`config.mk`:
```
export PLATFORM = sky130hd
export DESIGN_NAME = uart_frame_parser
export DESIGN_NICKNAME = d
export VERILOG_FILES = /design/src/rtl/uart_frame_parser.sv
export SDC_FILE = /design/constraint.sdc
export NUM_CORES = 1
export LEC_CHECK = 0
export CAP_MARGIN = 20
export CORE_MARGIN = 1.5
export CORE_UTILIZATION = 54
export DETAILED_ROUTE_END_ITERATION = 8
export PLACE_DENSITY = 0.81
export SLEW_MARGIN = 10
export SYNTH_ARGS = -nofsm -noshare
export SYNTH_HDL_FRONTEND = slang
export SYNTH_SLANG_ARGS = --single-unit
```
`constraint.sdc`:
```
create_clock -name clk -period 2.2 [get_ports clk]
set_input_delay 0.33 -clock clk [delete_from_list [all_inputs] [get_ports clk]]
set_output_delay 0.33 -clock clk [all_outputs]
set_load 0.005 [all_outputs]
```
`src/rtl/uart_frame_parser.sv`:
```
// uart_frame_parser: delineates AA 55 LEN payload [checksum] frames from a UART byte stream.
// Define UART_FRAME_CHKSUM_EN to build the trailing checksum byte and its S_CHK state.
module uart_frame_parser #(
    parameter int MAX_LEN       = 32,
    parameter int TIMEOUT_TICKS = 480
) (
    input  logic       clk,
    input  logic       rst_n,
    input  logic       clk_16_i,
    input  logic [7:0] rxd_data_i,
    input  logic       rxd_flag_i,
    output logic [7:0] pay_data_o,
    output logic       pay_valid_o,
    output logic [7:0] pay_idx_o,
    output logic [7:0] frame_len_o,
    output logic       frame_ok_o,
    output logic       frame_err_o,
    output logic [1:0] err_code_o
);
`ifdef UART_FRAME_CHKSUM_EN
    typedef enum logic [2:0] {S_HDR0, S_HDR1, S_LEN, S_PAY, S_CHK} state_t;
    logic [7:0] sum_q, sum_d;
`else
    typedef enum logic [1:0] {S_HDR0, S_HDR1, S_LEN, S_PAY} state_t;
`endif
    state_t      state_q, state_d;
    logic [7:0]  cnt_q, cnt_d;
    logic [15:0] tmo_q, tmo_d;
    logic [7:0]  pay_data_d, pay_idx_d, frame_len_d;
    logic        pay_valid_d, frame_ok_d, frame_err_d;
    logic [1:0]  err_code_d;
    logic        bad_len, last;

    assign bad_len = rxd_data_i == 8'd0 || rxd_data_i > 8'(MAX_LEN);
    assign last    = cnt_q == frame_len_o - 8'd1;

    // Next-state and next-output logic; a byte always takes priority over the timeout tick.
    always_comb begin
        state_d     = state_q;
        cnt_d       = cnt_q;
        tmo_d       = (rxd_flag_i || state_q == S_HDR0) ? 16'd0 : tmo_q + {15'd0, clk_16_i};
        pay_data_d  = pay_data_o;
        pay_valid_d = 1'b0;
        pay_idx_d   = pay_idx_o;
        frame_len_d = frame_len_o;
        frame_ok_d  = 1'b0;
        frame_err_d = 1'b0;
        err_code_d  = err_code_o;
`ifdef UART_FRAME_CHKSUM_EN
        sum_d       = sum_q;
`endif
        if (rxd_flag_i) begin
            case (state_q)
                S_HDR0: state_d = (rxd_data_i == 8'hAA) ? S_HDR1 : S_HDR0;
                S_HDR1: state_d = (rxd_data_i == 8'h55) ? S_LEN : (rxd_data_i == 8'hAA) ? S_HDR1 : S_HDR0;
                S_LEN: begin
                    frame_err_d = bad_len;
                    err_code_d  = bad_len ? 2'b01 : err_code_o;
                    frame_len_d = bad_len ? frame_len_o : rxd_data_i;
                    cnt_d       = 8'd0;
                    state_d     = bad_len ? S_HDR0 : S_PAY;
`ifdef UART_FRAME_CHKSUM_EN
                    sum_d       = rxd_data_i;
`endif
                end
                S_PAY: begin
                    pay_data_d  = rxd_data_i;
                    pay_valid_d = 1'b1;
                    pay_idx_d   = cnt_q;
                    cnt_d       = cnt_q + 8'd1;
`ifdef UART_FRAME_CHKSUM_EN
                    sum_d       = sum_q + rxd_data_i;
                    state_d     = last ? S_CHK : S_PAY;
`else
                    frame_ok_d  = last;
                    state_d     = last ? S_HDR0 : S_PAY;
`endif
                end
`ifdef UART_FRAME_CHKSUM_EN
                S_CHK: begin
                    frame_ok_d  = rxd_data_i == sum_q;
                    frame_err_d = rxd_data_i != sum_q;
                    err_code_d  = (rxd_data_i == sum_q) ? err_code_o : 2'b10;
                    state_d     = S_HDR0;
                end
`endif
                default: state_d = S_HDR0;
            endcase
        end else if (state_q != S_HDR0 && clk_16_i && tmo_q == 16'(TIMEOUT_TICKS - 1)) begin
            frame_err_d = 1'b1;
            err_code_d  = 2'b11;
            state_d     = S_HDR0;
            tmo_d       = 16'd0;
        end
    end

    // State, counters and registered outputs.
    always_ff @(posedge clk or negedge rst_n) begin
        if (!rst_n) begin
            state_q     <= S_HDR0;
            cnt_q       <= 8'd0;
            tmo_q       <= 16'd0;
            pay_data_o  <= 8'd0;
            pay_valid_o <= 1'b0;
            pay_idx_o   <= 8'd0;
            frame_len_o <= 8'd0;
            frame_ok_o  <= 1'b0;
            frame_err_o <= 1'b0;
            err_code_o  <= 2'b00;
        end else begin
            state_q     <= state_d;
            cnt_q       <= cnt_d;
            tmo_q       <= tmo_d;
            pay_data_o  <= pay_data_d;
            pay_valid_o <= pay_valid_d;
            pay_idx_o   <= pay_idx_d;
            frame_len_o <= frame_len_d;
            frame_ok_o  <= frame_ok_d;
            frame_err_o <= frame_err_d;
            err_code_o  <= err_code_d;
        end
    end

`ifdef UART_FRAME_CHKSUM_EN
    // Running checksum of LEN plus payload bytes.
    always_ff @(posedge clk or negedge rst_n) begin
        if (!rst_n) sum_q <= 8'd0;
        else sum_q <= sum_d;
    end
`endif
endmodule

```
-- Yosys cells after proc, flatten, opt, wreduce, memory -nomap -nowiden
Index checks and enable logic that the tools add are counted.
- register bits: 55
- input port bits: 12
- output and inout bits: 29
- logic and storage cells: 59
- add/sub/neg operators: 3
- magnitude comparators: 1
- equal/unequal tests: 9
- multiplexer cells: 22
- bitwise operators: 1
- reductions and logical operators: 13
- operators by type and width (operator ; count):
    2-to-1 mux 16 bit ; 3
    2-to-1 mux 2 bit ; 9
    adder 16 x 1 -> 16 bit ; 1
    equality test 16 x 9 -> 1 bit (second input constant) ; 1
    case mux 8 bit (2 select lines) ; 1
    adder 8 x 1 -> 8 bit (second input constant) ; 1
    equality test 8 x 7 -> 1 bit (second input constant) ; 1
    equality test 8 bit ; 1
    equality test 8 bit (second input constant) ; 1
    greater-than comparator 8 x 6 -> 1 bit (second input constant) ; 1
    logical NOT 8 bit ; 1
    2-to-1 mux 1 bit ; 8
    case mux 2 bit (4 select lines) ; 1
    subtractor 8 x 1 -> 8 bit (second input constant) ; 1
    AND reduction 3 bit ; 2
    nonzero test 2 bit ; 3
    equality test 2 bit (second input constant) ; 2
    inequality test 2 x 1 -> 1 bit (second input constant) ; 2
    AND reduction 2 bit ; 2
    equality test 2 x 1 -> 1 bit (second input constant) ; 1
    logical AND 1 bit ; 2
    logical NOT 2 bit ; 1
    logical OR 1 bit ; 2
    NOT 1 bit ; 1

-- Logic depth before layout (Yosys ltp)
- depth in word-level cells: 5
- gate-level depth with buffers: 7
- gate-level depth less buffers: 7

-- Least setup slack after synthesis
No wires, ideal clock.
- path type: register to register
- start point: reg frame_len_o[0]
- end point: reg state_q[0]
- library setup time: 139 ps
- arrival: 1693 ps
- setup slack: 368 ps
- cell stages (with the launch flop): 8
- period minus slack after synthesis: 1832 ps
- cell sequence: dfrtp_1 > inv_1 > ha_1 > nand2b_1 > a21oi_1 > a311o_1 > a2111oi_0 > o21ai_0
- cells in the longest elaborated chain, start to end: 5
- ends and longest elaborated chain (element ; RTL line ; text):
    start, declared ; 15 ; output logic [7:0] frame_len_o,
    start signal, assigned ; 117 ; frame_len_o <= frame_len_d;
    subtractor 8 x 1 -> 8 bit ; 35 ; assign last = cnt_q == frame_len_o - 8'd1;
    equality test 8 bit ; 35 ;
    2-to-1 mux 2 bit ; 76 ; state_d = last ? S_HDR0 : S_PAY;
    case mux 2 bit (4 select lines) ; 53 ; case (state_q)
    2-to-1 mux 2 bit ; 52 ; if (rxd_flag_i) begin
    end signal, assigned ; 111 ; state_q <= state_d;
    end, declared ; 26 ; state_t state_q, state_d;
Every way passes these cells.
A chain may end at the register's enable or synchronous reset.

-- Final worst setup path
Same ends and word-level chain as after synthesis.

==> impl_metrics.py <==
metrics = {
    "grt": {
        "grtUsageMet2": 0.364,
        "grt_pass1_vias": 2058,
        "grtUsageMet3": 0.0535,
        "grt_usage": 0.236,
        "grt_start_max_net_pins": 21,
        "busiest_layer": "met2",
        "antenna_found_initial": 0,
        "grt-ovfl-total": 0,
        "use_met1": 0.325,
        "grt_pass1_wl_um": 9580,
    },
    "clocking": {
        "htreeDepth": 2,
        "cts_setup_buffers": 0,
        "clock_latency_ns": 0.32,
        "clock_sinks": 55,
        "root_buffer": "clkbuf_8",
        "tritoncts": "built",
        "clk_pin_slew_ns": 0.10,
        "cts_made_buffers": 5,
        "clk_path_buf_depth": 2,
    },
    "layout": {
        "design_area_um2": 3390,
        "drive_gt1_frac": 0.193,
        "layout.nets": 326,
        "final_cells": 378,
        "diodes": 0,
        "area_growth_pct": 26.2,
    },
    "yosys": {
        "seq_area_frac_synth": 0.513,
        "synth.area.top_cells": "dfrtp_1 (51%), mux2_2 (8.8%), nor2_1 (4.9%)",
        "synth_area_leader_cell": "dfrtp_1",
        "yosysTopAreaCellShare": 0.513,
        "synth_most_common_cell": "dfrtp_1",
        "yosys_warnings": 0,
        "synth.distinct_cells": 48,
        "avgSynthCellArea_um2": 10.7,
        "synth.cell_area_um2": 2680,
        "postSynthNetCount": 266,
        "syn_inst": 250,
        "synth-main-ff-cell": "dfrtp_1",
        "ys_ff_latch": 55,
        "async_flop_share": 1.00,
        "synth_common_cells": "dfrtp_1 (55), nor2_1 (35), mux2_2 (21)",
        "synth_edf_count": 0,
    },
    "floorplanning": {
        "ioPinCount": 41,
        "dieArea_um2": 5400,
        "die_y_um": 73.5,
        "dieWidth_um": 73.5,
        "start_util": 0.564,
        "core-area_um2": 4750,
        "num_rows": 25,
    },
    "place": {
        "post-place-cells": 369,
        "port_buffers": 40,
        "gp_congestion": 0.828,
        "dpl-instance-area_um2": 3270,
        "hpwl_um": 4230,
    },
    "setup_path": {
        "crit_chain": "inv_1, ha_1, nand2b_1, a21oi_1, a311o_1, a2111oi_1, buf_4, o21ai_0",
        "slowest_stage": "a2111oi_1",
        "arrival_ns": 2.27,
        "crit_type": "flop to flop",
        "max_stage_delay_ns": 0.43,
        "cp_max_fo": 6,
        "r2r_start": "frame_len_o[0]",
        "r2r_cells": 8,
        "path_depth": 8,
        "worstSetupStartpoint": "frame_len_o[0]",
        "crit_required_ns": 2.39,
        "path_buf_inv": 2,
        "r2r_slack_ns": 0.12,
        "start_kind": "flop",
        "cpLargestDelayFamily": "compound AO/OA/AOI/OAI gates",
        "rr_endpoint": "state_q[0]",
        "crit_end": "state_q[0]",
        "crit_path_end_kind": "flop",
    },
    "pwr": {
        "peakVddDrop_mv": 0.403,
        "power_density_nw_per_um2": 503,
        "leakagePower_nw": 1.51,
        "p_total_w": 0.00170,
    },
    "route": {
        "drt_iter0_markers": 111,
        "vias": 2082,
        "wl_per_cell_um": 15.1,
        "ant_nets": 0,
        "drc_errors": 0,
        "totalWireLength_um": 5690,
        "first_pass_iters": 4,
        "via_per_inst": 5.51,
    },
    "timing": {
        "rsz0062_at_grt": "no",
        "finalCriticalPeriod_ns": 2.08,
        "hold_viol": 0,
        "period_share": 0.946,
        "finalSetupViolCount": 0,
        "tightest_slew_ns": 0.466,
        "drv_slew": 0,
        "skew_ns": 0.00864,
        "maxSlewHeadroom": 0.690,
        "fmax_mhz": 480,
    },
    "worst_hold_path": {
        "hold_path_depth": 1,
        "hp-class": "flop to flop",
        "hold_start": "err_code_o[0]",
    },
    "job": {
        "drv_cap": 0,
    },
    "run_status": {
        "outcome": "finished, final reports clean",
    },
}
worst register-to-register path, delay by kind of cell, from the launching register on:
| kind | cells | cell delay, ns |
|---|---|---|
| adder cells (fa/ha/maj) | 1 | 0.24 |
| buffers and inverters | 2 | 0.25 |
| AO/OA/AOI/OAI | 4 | 0.92 |
| flip-flops | 1 | 0.40 |
| AND/OR/NAND/NOR | 1 | 0.15 |
repair_timing:
item / 4_1_cts / 5_1_grt
hold endpoints to repair: 18 / 0
gates resized for setup: 1 / 1
hold buffers: 1 / 0
setup endpoints to repair: 1 / 2
layout by cell type, fill, tap and decap left out, types with 2 or more instances in the layout:
cell type / netlist / final
buf_4: 0 / 18
ha_1: 4 / 4
nand4b_1: 3 / 3
xor2_1: 14 / 14
nand3_1: 12 / 12
and4_1: 2 / 2
nand2_1: 16 / 16
a21o_1: 3 / 3
or3_1: 2 / 2
o21ai_0: 11 / 11
clkdlybuf4s50_1: 0 / 39
o31ai_1: 2 / 2
a21oi_1: 4 / 4
and2_1: 2 / 2
clkbuf_8: 0 / 7
or2_2: 2 / 2
and3_1: 4 / 4
nor2_1: 35 / 35
a31oi_1: 3 / 3
inv_1: 8 / 8
mux2_2: 21 / 21
nand4_1: 4 / 4
xnor2_1: 8 / 8
nand3b_1: 2 / 2
dfrtp_1: 55 / 55
nor3_1: 4 / 3
nand2b_1: 3 / 3
how the worst min path moves through the flow:
stage	endpoint
after CTS	err_code_o[0]
after floorplan	cnt_q[0]
final	err_code_o[0]
after detailed placement	tmo_q[13]
after global routing	pay_idx_o[4]
after global placement	tmo_q[13]
state kept, by name (all words and copies together), names as in the netlist:
register	count
pay_valid_o	1
frame_ok_o	1
err_code_o	2
state_q	2
pay_idx_o	8
tmo_q	16
pay_data_o	8
frame_err_o	1
cnt_q	8
frame_len_o	8
final cells by class:
type                    count  area [µm²]
clock buffers               7        96.3
well taps                  67        83.8
fillers                   383        1370
flip-flops and latches     55        1380
multi-input cells         181        1250
clock inverters             1        7.51
repair buffers             59         541
inverters                   8        30.0
per-stage QoR:
| stage | utilization | worst slack (ns) | hold WS (ns) | TNS [ns] |
|---|---|---|---|---|
| 2_1_floorplan | - | 0.368 | 0.0344 | 0 |
| 3_3_place_gp | 0.687 | -0.0406 | 0.305 | -0.391 |
| 3_5_place_dp | 0.687 | -0.108 | 0.308 | -0.828 |
| 4_1_cts | 0.712 | 0.0581 | 0.487 | 0 |
| 5_1_grt | 0.712 | 0.00941 | 0.517 | 0 |
| 6_report | 0.712 | 0.118 | 0.480 | 0 |
cell families after synthesis:
group / share of synthesized area
xor gates and xnor gates: 0.0718
and+or+nand+nor: 0.202
DFF: 0.513
adders and majority gates: 0.0186
buffers and inverters: 0.0233
AOI/OAI and AO/OA: 0.0797
muxes: 0.0918
layer usage:
layer,part of all wire,up-vias
met5,0,-
met4,0.017,0
met3,0.042,11
met2,0.46,53
met1,0.48,1019
li1,-,999
report_power, final:
part,internal [W],switching (W)
combinational,0.0000328,0.0000415
sequential,0.00101,0.000000242
clock,0.000287,0.000332
total,0.00133,0.000374
Power figures use the tool's default switching activity.
